### config.mk
export PLATFORM = sky130hd
export DESIGN_NAME = pfd_loop_filter
export DESIGN_NICKNAME = d
export VERILOG_FILES = /design/src/rtl/pfd_loop_filter.sv
export SDC_FILE = /design/constraint.sdc
export NUM_CORES = 1
export LEC_CHECK = 0
export ABC_AREA = 1
export BUFFER_PORTS_ARGS = -buffer_cell sky130_fd_sc_hd__buf_2
export CAP_MARGIN = 20
export CORE_MARGIN = 4
export CORE_UTILIZATION = 50
export DETAILED_ROUTE_END_ITERATION = 10
export PLACE_DENSITY = 0.69
export SYNTH_ARGS = -nofsm -noshare
export SYNTH_HDL_FRONTEND = slang
export SYNTH_SLANG_ARGS = --single-unit
### constraint.sdc
create_clock -name clk -period 5.25 [get_ports clk]
set_input_delay 1.05 -clock clk [delete_from_list [all_inputs] [get_ports clk]]
set_output_delay 1.05 -clock clk [all_outputs]
set_load 0.02 [all_outputs]
### src/rtl/pfd_loop_filter.sv
// -----------------------------------------------------------------------------
// pfd_loop_filter
//
// Digital PI loop filter sitting behind a phase-frequency detector. The PFD's
// XOR pulse (phase_signal) is measured in clk cycles over each reference
// period, delimited by rising edges of ref_clk. The measured width is compared
// against TARGET and drives a saturating proportional-integral update of the
// oscillator/divider control word. A lock flag is raised after LOCK_COUNT
// consecutive windows inside +/-LOCK_TOL with no counter saturation.
//
// Ports:
//   clk          in   fast sampling clock
//   rstn         in   asynchronous active-low reset
//   enable       in   loop enable (synchronous to clk)
//   phase_signal in   PFD pulse, asynchronous to clk
//   ref_clk      in   reference clock, asynchronous to clk; rising edges
//                     delimit measurement windows
//   ctrl_init    in   starting control word, held stable while enable=1
//   ctrl_word    out  control word for the oscillator/divider stage
//   ctrl_valid   out  one-cycle strobe on each ctrl_word update
//   width_out    out  last published pulse width
//   overflow     out  last published window saturated the width counter
//   lock         out  loop locked
//
// Latency, with the synchronized ref edge seen in cycle E:
//   E+1 width_out/overflow, E+2 error, E+3 ctrl_word + ctrl_valid.
// -----------------------------------------------------------------------------
module pfd_loop_filter #(
    parameter int CNT_W       = 12,
    parameter int CTRL_W      = 16,
    parameter int TARGET      = 0,
    parameter int KP_SHIFT    = 2,
    parameter int KI_SHIFT    = 6,
    parameter int LOCK_TOL    = 2,
    parameter int LOCK_COUNT  = 16,
    parameter int SYNC_STAGES = 2
) (
    input  logic              clk,
    input  logic              rstn,
    input  logic              enable,
    input  logic              phase_signal,
    input  logic              ref_clk,
    input  logic [CTRL_W-1:0] ctrl_init,
    output logic [CTRL_W-1:0] ctrl_word,
    output logic              ctrl_valid,
    output logic [CNT_W-1:0]  width_out,
    output logic              overflow,
    output logic              lock
);

    // Sum width: enough headroom that ctrl_init + integrator + proportional
    // term never wraps before clamping.
    localparam int SUM_W = ((CTRL_W > CNT_W) ? CTRL_W : CNT_W) + 4;
    localparam int LCK_W = $clog2(LOCK_COUNT + 1);

    localparam logic [CNT_W-1:0]        CNT_MAX    = '1;
    localparam logic signed [CNT_W:0]   TARGET_S   = (CNT_W+1)'(TARGET);
    localparam logic [CNT_W:0]          LOCK_TOL_U = (CNT_W+1)'(LOCK_TOL);
    localparam logic [LCK_W-1:0]        LOCK_FULL  = LCK_W'(LOCK_COUNT);
    localparam logic signed [SUM_W-1:0] INTEG_MAX  = (SUM_W'(1) <<< CTRL_W) - SUM_W'(1);
    localparam logic signed [SUM_W-1:0] INTEG_MIN  = -(SUM_W'(1) <<< CTRL_W);
    localparam logic signed [SUM_W-1:0] CTRL_MAX   = (SUM_W'(1) <<< CTRL_W) - SUM_W'(1);

    typedef enum logic [1:0] {
        IDLE,
        ACQUIRE,
        TRACK
    } state_t;

    // Integrator saturation to the signed CTRL_W+1 range.
    function automatic logic signed [CTRL_W:0] sat_integ(input logic signed [SUM_W-1:0] x);
        logic signed [SUM_W-1:0] y;
        if (x > INTEG_MAX) begin
            y = INTEG_MAX;
        end else if (x < INTEG_MIN) begin
            y = INTEG_MIN;
        end else begin
            y = x;
        end
        return y[CTRL_W:0];
    endfunction

    // Output clamp to the unsigned control word range.
    function automatic logic [CTRL_W-1:0] clamp_ctrl(input logic signed [SUM_W-1:0] x);
        logic [CTRL_W-1:0] y;
        if (x[SUM_W-1]) begin
            y = '0;
        end else if (x > CTRL_MAX) begin
            y = '1;
        end else begin
            y = x[CTRL_W-1:0];
        end
        return y;
    endfunction

    logic [SYNC_STAGES-1:0] ph_sync;
    logic [SYNC_STAGES-1:0] ref_sync;
    logic                   ref_prev;
    logic                   ph_s;
    logic                   ref_s;
    logic                   ref_edge;

    state_t                 state;
    logic [CNT_W-1:0]       cnt;
    logic                   sat;

    logic [CNT_W-1:0]       width_p0;
    logic                   sat_p0;
    logic                   vld_p0;

    logic signed [CNT_W:0]  err_p1;
    logic                   ovf_p1;
    logic                   vld_p1;

    logic signed [CTRL_W:0] integ;
    logic [LCK_W-1:0]       lock_cnt;

    logic signed [SUM_W-1:0] err_w;
    logic signed [SUM_W-1:0] integ_sum;
    logic signed [CTRL_W:0]  integ_next;
    logic signed [SUM_W-1:0] ctrl_sum;
    logic [CTRL_W-1:0]       ctrl_next;
    logic [CNT_W:0]          err_abs;
    logic                    in_tol;
    logic [LCK_W-1:0]        lock_cnt_next;

    // Synchronizers for the two asynchronous inputs; both share the same
    // depth so pulse and window edges stay aligned in the clk domain.
    always_ff @(posedge clk or negedge rstn) begin
        if (!rstn) begin
            ph_sync  <= '0;
            ref_sync <= '0;
            ref_prev <= 1'b0;
        end else begin
            ph_sync  <= {ph_sync[SYNC_STAGES-2:0], phase_signal};
            ref_sync <= {ref_sync[SYNC_STAGES-2:0], ref_clk};
            ref_prev <= ref_sync[SYNC_STAGES-1];
        end
    end

    assign ph_s     = ph_sync[SYNC_STAGES-1];
    assign ref_s    = ref_sync[SYNC_STAGES-1];
    assign ref_edge = ref_s & ~ref_prev;

    // Stage p0: window FSM, width counter and capture of the finished window.
    // The sample taken in the edge cycle already belongs to the new window.
    // A closer-spaced edge simply overwrites the capture registers.
    always_ff @(posedge clk or negedge rstn) begin
        if (!rstn) begin
            state    <= IDLE;
            cnt      <= '0;
            sat      <= 1'b0;
            width_p0 <= '0;
            sat_p0   <= 1'b0;
            vld_p0   <= 1'b0;
        end else if (!enable) begin
            state  <= IDLE;
            cnt    <= '0;
            sat    <= 1'b0;
            vld_p0 <= 1'b0;
        end else begin
            vld_p0 <= 1'b0;
            case (state)
                IDLE: begin
                    state <= ACQUIRE;
                    cnt   <= '0;
                    sat   <= 1'b0;
                end
                ACQUIRE, TRACK: begin
                    if (ref_edge) begin
                        cnt <= {{(CNT_W-1){1'b0}}, ph_s};
                        sat <= 1'b0;
                        // The window closed in ACQUIRE started mid-period,
                        // so it is dropped rather than published.
                        if (state == TRACK) begin
                            width_p0 <= cnt;
                            sat_p0   <= sat;
                            vld_p0   <= 1'b1;
                        end
                        state <= TRACK;
                    end else if (ph_s) begin
                        if (cnt == CNT_MAX) begin
                            sat <= 1'b1;
                        end else begin
                            cnt <= cnt + CNT_W'(1);
                        end
                    end
                end
                default: state <= IDLE;
            endcase
        end
    end

    assign width_out = width_p0;
    assign overflow  = sat_p0;

    // Stage p1: signed phase error against the target width.
    always_ff @(posedge clk) begin
        err_p1 <= $signed({1'b0, width_p0}) - TARGET_S;
        ovf_p1 <= sat_p0;
    end

    always_ff @(posedge clk or negedge rstn) begin
        if (!rstn) begin
            vld_p1 <= 1'b0;
        end else begin
            vld_p1 <= vld_p0 & enable;
        end
    end

    always_comb begin
        err_w         = SUM_W'(err_p1);
        integ_sum     = SUM_W'(integ) + (err_w >>> KI_SHIFT);
        integ_next    = sat_integ(integ_sum);
        ctrl_sum      = SUM_W'($signed({1'b0, ctrl_init})) + SUM_W'(integ_next)
                        + (err_w >>> KP_SHIFT);
        ctrl_next     = clamp_ctrl(ctrl_sum);
        err_abs       = err_p1[CNT_W] ? $unsigned(-err_p1) : $unsigned(err_p1);
        in_tol        = (err_abs <= LOCK_TOL_U) && !ovf_p1;
        lock_cnt_next = '0;
        if (in_tol) begin
            lock_cnt_next = (lock_cnt == LOCK_FULL) ? lock_cnt : lock_cnt + LCK_W'(1);
        end
    end

    // Stage p2: PI state, control word, strobe and lock tracking. Leaving
    // the loop (or sitting in IDLE) parks the word at ctrl_init and drops
    // anything still in flight.
    always_ff @(posedge clk or negedge rstn) begin
        if (!rstn) begin
            ctrl_word  <= '0;
            ctrl_valid <= 1'b0;
            integ      <= '0;
            lock_cnt   <= '0;
            lock       <= 1'b0;
        end else if (!enable || state == IDLE) begin
            ctrl_word  <= ctrl_init;
            ctrl_valid <= 1'b0;
            integ      <= '0;
            lock_cnt   <= '0;
            lock       <= 1'b0;
        end else begin
            ctrl_valid <= vld_p1;
            if (vld_p1) begin
                integ     <= integ_next;
                ctrl_word <= ctrl_next;
                lock_cnt  <= lock_cnt_next;
                lock      <= (lock_cnt_next == LOCK_FULL);
            end
        end
    end

endmodule
== Word-level counts from Yosys, hierarchy flattened ==
Cells that the tools add are included.

* Word-level logic and storage cells: 81
* Register bits after elaboration: 88
* Output and inout bits: 31

* Reduce and logical (&&, ||, !) cells: 10
* $lt $le $gt $ge: 4
* Bitwise logic cells: 3
* Add/sub/neg operators: 5
* Multiplexer cells: 32
* Equality and inequality tests: 10

{| class="wikitable"
|+ Operator list
! kind !! number
|-
| 17-bit two-way mux || 4
|-
| 16-bit two-way mux || 4
|-
| 12-bit two-way mux || 4
|-
| 12-bit one-hot mux with 2 select lines || 1
|-
| 5-bit two-way mux || 4
|-
| 18-bit by 11-bit adder with 19-bit output || 1
|-
| 19-bit by 17-bit greater-than comparator with 1-bit output, second input constant || 1
|-
| 17-bit by 17-bit adder with 18-bit output || 1
|-
| 17-bit by 7-bit adder with 18-bit output || 1
|-
| 18-bit by 17-bit greater-than comparator with 1-bit output, second input constant || 1
|-
| 18-bit by 17-bit < comparator with 1-bit output, second input constant || 1
|-
| 12-bit by 1-bit adder with 12-bit output, second input constant || 1
|-
| 12-bit == test, second input constant || 1
|-
| 12-bit by 2-bit less-or-equal comparator with 1-bit output, second input constant || 1
|-
| 4-bit inequality test, second input constant || 3
|-
| 1-bit two-way mux || 11
|-
| 5-bit == test, second input constant || 2
|-
| 3-bit AND reduction || 2
|-
| 5-bit by 1-bit adder with 5-bit output, second input constant || 1
|-
| 2-bit two-way mux || 2
|-
| 2-bit one-hot mux with 2 select lines || 1
|-
| 4-bit AND reduction || 1
|-
| 3-bit by 1-bit inequality test with 1-bit output, second input constant || 1
|-
| 3-bit inequality test, second input constant || 1
|-
| other kinds (11) || 13
|}

== Depth between registers and ports, before layout ==
Gate-level depths: netlist of the first run.

* Depth in word-level cells: 11
* Mapped depth: 33
* Depth with buffers taken out: 31

== Least setup slack after synthesis of the first run ==
OpenSTA, ideal clock, no wires.

* Path kind: register to register
* From: register err_p1[6]
* To: register ctrl_word[10]
* Setup slack: 1105 ps
* Path buffers: 1
* Cell stages (with the launch flop): 30
* Data required time: 5129 ps
* Period minus slack after synthesis: 4145 ps
* Data arrival time: 4023 ps
* Cells stage by stage: dfxtp_1 -> ha_1 -> inv_1 -> fa_1 -> inv_1 -> nand3_1 -> nand2_1 -> nand2_1 -> a21oi_4 -> nand3_1 -> clkinv_1 -> nand2_1 -> nand2_1 -> nand2_1 -> fa_1 -> ha_1 -> fa_1 -> nand3_1 -> nand2_1 -> nand2_1 -> nand2_1 -> nand2_1 -> nand2_1 -> inv_1 -> nand3_1 -> nand2_2 -> buf_2 -> nand3_1 -> nand2_1 -> nand2_1

* Longest elaborated chain between the ends: 11

{| class="wikitable"
|+ Ends and longest elaborated chain
! element !! line !! text
|-
| from (decl) || 111 || <nowiki>logic signed [CNT_W:0] err_p1;</nowiki>
|-
| from (signal assigned) || 199 || <nowiki>err_p1 <= $signed({1'b0, width_p0}) - TARGET_S;</nowiki>
|-
| 17-bit by 7-bit adder with 18-bit output || 213 || <nowiki>integ_sum = SUM_W'(integ) + (err_w >>> KI_SHIFT);</nowiki>
|-
| 18-bit by 17-bit < comparator with 1-bit output || 75 || <nowiki>end else if (x < INTEG_MIN) begin</nowiki>
|-
| 17-bit two-way mux || 75 ||
|-
| 17-bit two-way mux || 73 || <nowiki>if (x > INTEG_MAX) begin</nowiki>
|-
| 17-bit by 17-bit adder with 18-bit output || 215 || <nowiki>ctrl_sum = SUM_W'($signed({1'b0, ctrl_init})) + SUM_W'(integ_next)</nowiki>
|-
| 18-bit by 11-bit adder with 19-bit output * || 216 || <nowiki>+ (err_w >>> KP_SHIFT);</nowiki>
|-
| 19-bit by 17-bit greater-than comparator with 1-bit output || 88 || <nowiki>end else if (x > CTRL_MAX) begin</nowiki>
|-
| 16-bit two-way mux || 88 ||
|-
| 16-bit two-way mux * || 86 || <nowiki>if (x[SUM_W-1]) begin</nowiki>
|-
| 16-bit two-way mux * || 244 || <nowiki>if (vld_p1) begin</nowiki>
|-
| 16-bit two-way mux * || 236 || <nowiki>end else if (!enable || state == IDLE) begin</nowiki>
|-
| to (signal assigned) || 237 || <nowiki>ctrl_word <= ctrl_init;</nowiki>
|-
| to (signal assigned) || 246 || <nowiki>ctrl_word <= ctrl_next;</nowiki>
|-
| to (decl) || 44 || <nowiki>output logic [CTRL_W-1:0] ctrl_word,</nowiki>
|}

Every way passes the cells marked *; elsewhere a longest branch is shown, timed or not. The select of a mux whose other input is x is not followed.
A chain may end at the register's enable or synchronous reset.

== Final worst setup path of the first run ==
* From: register err_p1[6]
* To: register ctrl_word[8]

Same word-level chain as after synthesis.

==> results_dict.tcl, run 1 <==
set metrics [dict create \
    syn2layout_area_growth_pct 12.2 \
    clockBufferDepth 2 \
    synth_top_area_cell "dfrtp_1" \
    min_period_ns 4.79 \
    ctsResizeCount 0 \
    reg2reg_setup_slack_ns 0.46 \
    fin_util 0.583 \
    leakagePower_nw 3.45 \
    cts_tree "done" \
    core_mm2 0.0110 \
    path_class "flip-flop to flip-flop" \
    clk_pin_slew_worst_paths_ns 0.07 \
    clock-root-buffer "clkbuf_16" \
    ys_top_cells_by_area "dfrtp_1 33%, nand2_1 15%, ha_1 7.6%" \
    synth-compound-area-share 0.0845 \
    vias 5075 \
    cts_hold_buf 0 \
    dp_hpwl_um 10600 \
    reg2regPathDepth 28 \
    start_kind "flip-flop" \
    critPathMaxFanout 16 \
    die_w_um 115 \
    crit_start "err_p1[6]" \
    io_pins 52 \
    insertedDiodeCount 0 \
    cpMostUsedCell "nand2_1" \
    multiInputGateArea_mm2 0.00312 \
    grtUsageMet2 0.374 \
    antenna_found_initial 0 \
    slew-limit-headroom 0.367 \
    top_usage_layer "met2" \
    status "completed" \
    post_cts_buffers 0 \
    synth_fa_ha_area_frac 0.118 \
    fp-row-count 38 \
    met3_usage 0.0337 \
    cts_sinks 88 \
    finalClockSkew_ns 0.00918 \
    vdd_ir_drop_max_uv 203 \
    clock.fmax_mhz 209 \
    final_hold_viol_count 0 \
    first_pass_iters 5 \
    critical_path.endpoint "ctrl_word[8]" \
    max_slew.worst_pin.slew_ns 0.949 \
    dieArea_mm2 0.0132 \
    cts_buffers 9 \
    hold_class "flip-flop to flip-flop" \
    max_stage_delay_ns 0.45 \
    muxShareOfSynthArea 0.00196 \
    grt_pass1_vias 5047 \
    ys_seq_area_frac 0.373 \
    fin_nets 881 \
    grt_max_degree 76 \
    grt_pass1_wl_um 23400 \
    syn_area_per_cell_um2 7.52 \
    grt_setup_unrepaired "false" \
    maxCapViolations 0 \
    drive_gt1_frac 0.114 \
    crit_path_end_kind "flip-flop" \
    netlist_instances 762 \
    drt_wl_total_um 13900 \
    synthesis.area_mm2 0.00573 \
    synthSimpleGateAreaFrac 0.291 \
    track_usage 0.221 \
    insertion_delay_ns 0.35 \
    gp_congestion 0.964 \
    r2r-end "ctrl_word[8]" \
    seq_area_mm2 0.00214 \
    grt_overflow_total 0 \
    synthesis.nets 830 \
    cp_slowest_cell "fa_1" \
    htreeDepth 3 \
    gr-usage-met1 0.279 \
    tns_ns 0 \
    cellPowerDensity_mw_per_mm2 247 \
    wl_per_cell_um 14.5 \
    crit_required_ns 5.48 \
    drt_iter0_drc 196 \
    synth_top_area_frac 0.327 \
    ys_ff_latch 88 \
    yosysWarnings 0 \
    drv_slew 0 \
    viasPerCell 5.30 \
    synthXorXnorAreaFrac 0.0474 \
    io_buffers 51 \
    worstPathArrival_ns 5.02 \
    drc 0 \
    synth_cell_types 41 \
    r2r-start "err_p1[6]" \
    setup_violations 0 \
    initial_core_util 0.520 \
    ant_nets 0 \
    die_h_um 115 \
    fillers 1023 \
    finalCritPeriodShare 0.912 \
    synth_top_family_by_area "simple AND/OR/NAND/NOR gates" \
]
## registers in the layout, indices dropped and copies added, names as in the netlist, 2 cells and up
register and flops:
integ 17, ctrl_word 16, cnt 12, err_p1 12
width_out 12, lock_cnt 5, ph_sync 2, ref_sync 2
state 2
## where the power goes
part	internal [W]	total, W	leakage (nW)	switching, W
registers	0.000703	0.000718	1.11	0.0000148
clock network	0.000387	0.000669	0.147	0.000282
logic	0.0000603	0.000199	2.20	0.000139
## worst max-delay path, delay by kind of cell, from the launching register on
| family | cells | cell delay [ns] |
|---|---|---|
| AND/OR/NAND/NOR | 18 | 2.02 |
| buffers and inverters | 4 | 0.27 |
| AO/OA/AOI/OAI | 1 | 0.19 |
| adder cells (fa/ha/maj) | 5 | 1.78 |
| flip-flops | 1 | 0.39 |
## layout make-up
| type | count | area share |
|---|---|---|
| sequential | 88 | 0.332 |
| clock inverter | 5 | 0.00992 |
| inverter | 107 | 0.0625 |
| clock buffer | 11 | 0.0377 |
| multi-input combinational | 553 | 0.485 |
| tap | 140 | 0.0272 |
| timing repair buffer | 54 | 0.0455 |
## synthesized netlist by cell type (all sizes together)
cell    number
buf          6
nand4        7
clkbuf       8
dfrtp       75
xor2        18
nor3        16
inv        105
clkinv       2
a21o         1
fa          12
nand3b       2
nand2      239
o211ai       1
o21ai       34
nor2        53
mux2         1
a21oi       25
ha          35
and2         2
nand3       66
a31oi        1
a22oi       16
dfxtp       13
xnor2       13
or2          3
nor4         3
o22ai        4
o21bai       1
## worst min-delay path by stage
stage,startpoint,to,depth (start not counted)
floorplan,ph_sync[0],ph_sync[1],0
CTS,ph_sync[0],ph_sync[1],0
global placement,ref_sync[0],ref_sync[1],0
detailed placement,ph_sync[0],ph_sync[1],0
finish,ph_sync[0],ph_sync[1],0
global route,ref_sync[0],ref_sync[1],0
## stage by stage
| step | hold WS (ns) | instance area, um2 | total power, W | std cells | setup WS, ns |
|---|---|---|---|---|---|
| 4_1_cts | 0.352 | 6410 | 0.00160 | 957 | 0.464 |
| 6_report | 0.350 | 6430 | 0.00159 | 958 | 0.463 |
| 2_1_floorplan | 0.331 | 5730 | 0.000854 | 762 | 1.11 |
| 3_3_place_gp | 0.333 | 6100 | 0.000925 | 941 | 0.695 |
| 5_1_grt | 0.358 | 6430 | 0.00165 | 958 | 0.0450 |
| 3_5_place_dp | 0.337 | 6100 | 0.000931 | 941 | 0.471 |
## cell usage in the layout (no fill, tap or decap), types with 3 or more instances in the layout
cell type  synthesis  layout
o21ai_0           31      31
nand2_2            4       4
buf_2              2      50
o22ai_1            4       4
o21ai_1            3       3
nor2_2             7       8
inv_2              3       3
a22oi_1           16      16
nand3_1           65      65
nand2_1          234     234
nor4_1             3       3
clkbuf_16          0       9
ha_1              35      35
nor2_1            44      43
a21oi_1           23      23
buf_4              2       3
xnor2_1           13      13
xor2_1            18      18
fa_1              12      12
inv_1            102     102
dfxtp_1           13      13
nor3_1            16      16
dfrtp_1           75      75
nand4_1            7       7
## cell families (layout without fill, tap and decap cells)
logic type	Yosys count	in the layout
and+or+nand+nor	391	391
DFF	88	88
muxes	1	1
AOI/OAI and AO/OA	83	83
adders and majority gates	47	47
buffers and inverters	121	177
xor gates and xnor gates	31	31
## routing by layer
metal | up-vias | share of wire | wire length (um)
met5 | - | 0 | 0
met4 | 0 | 0.035 | 483
met3 | 34 | 0.051 | 714
met2 | 147 | 0.48 | 6630
met1 | 2356 | 0.44 | 6050
li1 | 2538 | - | -
Power figures use the tool's default switching activity.
==> run 2, diff against run 1 <==
--- a/config.mk
+++ b/config.mk
@@ -10,6 +10,7 @@
 export CAP_MARGIN = 20
 export CORE_MARGIN = 4
 export CORE_UTILIZATION = 50
+export CTS_BUF_LIST = sky130_fd_sc_hd__clkbuf_4
 export DETAILED_ROUTE_END_ITERATION = 10
 export PLACE_DENSITY = 0.69
 export SYNTH_ARGS = -nofsm -noshare
==> results_dict.tcl, run 2 (synthesis results as in run 1) <==
set metrics [dict create \
    first_pass_iters 5 \
    crit_family "simple AND/OR/NAND/NOR gates" \
    cellPowerDensity_mw_per_mm2 212 \
    min_path_cells 0 \
    drive_gt1_frac 0.113 \
    ctsResizeCount 0 \
    cpMostUsedCell "nand2_1" \
    setup_violations 0 \
    clk_pin_slew_worst_paths_ns 0.15 \
    reg.largest.list "integ: 17 flops, ctrl_word: 16 flops" \
    vias 5074 \
    drv_slew 0 \
    io_buffers 51 \
    drt_iter0_drc 259 \
    io_pins 52 \
    reg2reg_setup_slack_ns 0.41 \
    tns_ns 0 \
    dp_hpwl_um 10600 \
    die_w_um 115 \
    layout_common_cells "234 x nand2_1, 102 x inv_1, 75 x dfrtp_1" \
    post-place-cells 941 \
    cts_buffers 9 \
    p_switching_w 0.000409 \
    grt_pass1_vias 5022 \
    p_int_w 0.000915 \
    fin_nets 880 \
    crit_start "err_p1[6]" \
    grt_max_degree 76 \
    cp_num_cells 28 \
    final_cells 957 \
    worstPathArrival_ns 5.22 \
    max_stage_delay_ns 0.45 \
    clock-root-buffer "clkbuf_4" \
    sw_frac_of_total 0.309 \
    gp_congestion 0.964 \
    design_area_mm2 0.00625 \
    core_mm2 0.0110 \
    final_hold_viol_count 0 \
    syn2layout_area_growth_pct 8.99 \
    maxCapViolations 0 \
    cp_slowest_cell "fa_1" \
    grt_overflow_total 0 \
    min_period_ns 4.84 \
    power_frac_clock 0.309 \
    crit_path_end_kind "flip-flop" \
    finalCritPeriodShare 0.922 \
    grt_setup_unrepaired "false" \
    regMostFlops "integ" \
    seqPwrFrac 0.542 \
    p_total_w 0.00132 \
    hold_class "flip-flop to flip-flop" \
    insertion_delay_ns 0.47 \
    layout_commonest_cell "nand2_1" \
    clockBufferDepth 2 \
    r2r-end "ctrl_word[8]" \
    place_area_mm2 0.00610 \
    status "completed" \
    antenna_found_initial 0 \
    reg2regPathDepth 28 \
    cts_tree "done" \
    initial_core_util 0.520 \
    post_cts_buffers 0 \
    viasPerCell 5.30 \
    start_kind "flip-flop" \
    path_class "flip-flop to flip-flop" \
    clock.fmax_mhz 207 \
    max_slew.worst_pin.slew_ns 0.969 \
    grt_pass1_wl_um 23300 \
    drt_wl_total_um 13900 \
    path_buf_inv 4 \
    critPathMaxFanout 16 \
    fp-row-count 38 \
    leakagePower_nw 3.37 \
    r2r-start "err_p1[6]" \
    slew-limit-headroom 0.354 \
    largest_reg_flops 17 \
    vdd_ir_drop_max_uv 170 \
    cts_sinks 88 \
    cts_hold_buf 0 \
    finalClockSkew_ns 0.0182 \
    insertedDiodeCount 0 \
    die_h_um 115 \
    dieArea_mm2 0.0132 \
    track_usage 0.221 \
    combPwrFrac 0.149 \
    ant_nets 0 \
    htreeDepth 3 \
    wl_per_cell_um 14.5 \
    critical_path.endpoint "ctrl_word[8]" \
    crit_required_ns 5.63 \
    drc 0 \
]
## run 2: through the flow
step / hold slack [ns] / worst slack (ns) / util
after floorplan: 0.331 / 1.11 / -
after CTS: 0.369 / 0.440 / 0.566
final: 0.366 / 0.409 / 0.566
after detailed placement: 0.337 / 0.471 / 0.553
after global placement: 0.333 / 0.695 / 0.553
after global routing: 0.378 / 0.0238 / 0.566
## run 2: power groups by stage
stage	clock network [W]	registers (W)	logic, W
CTS	0.000419	0.000718	0.000200
finish	0.000409	0.000718	0.000198
floorplan	0	0.000754	0.000100
detailed placement	0	0.000730	0.000200
global placement	0	0.000729	0.000196
global route	0.000445	0.000721	0.000221
## run 2: worst min path at each step
stage	from	to	slack, ns
after global placement	ref_sync[0]	ref_sync[1]	0.33
after CTS	ph_sync[0]	ph_sync[1]	0.37
after detailed placement	ph_sync[0]	ph_sync[1]	0.34
after global routing	ref_sync[0]	ref_sync[1]	0.38
after floorplan	ph_sync[0]	ph_sync[1]	0.33
final	ph_sync[0]	ph_sync[1]	0.37
## run 2: worst reg2reg max path, delay by kind of cell (launching register included)
| family | cells | cell delay [ns] |
|---|---|---|
| AND/OR/NAND/NOR | 18 | 2.06 |
| adder cells (fa/ha/maj) | 5 | 1.80 |
| flip-flops | 1 | 0.41 |
| buffers and inverters | 4 | 0.30 |
| AO/OA/AOI/OAI | 1 | 0.19 |
## run 2: layer usage
metal | vias up | global-route usage | part of all wire
li1 | 2532 | - | -
met4 | 0 | 0.105 | 0.031
met3 | 31 | 0.0284 | 0.055
met5 | - | 0 | 0
met1 | 2365 | 0.280 | 0.43
met2 | 146 | 0.373 | 0.49
## run 2: final cells by class
| cell class | instances | area (um2) |
|---|---|---|
| Clock buffer | 10 | 75.1 |
| Fill cell | 1055 | 4780 |
| Clock inverter | 6 | 67.6 |
| Timing Repair Buffer | 53 | 273 |
| Tap cell | 140 | 175 |
| Multi-Input combinational cell | 553 | 3120 |
| Sequential cell | 88 | 2140 |
| Inverter | 107 | 402 |
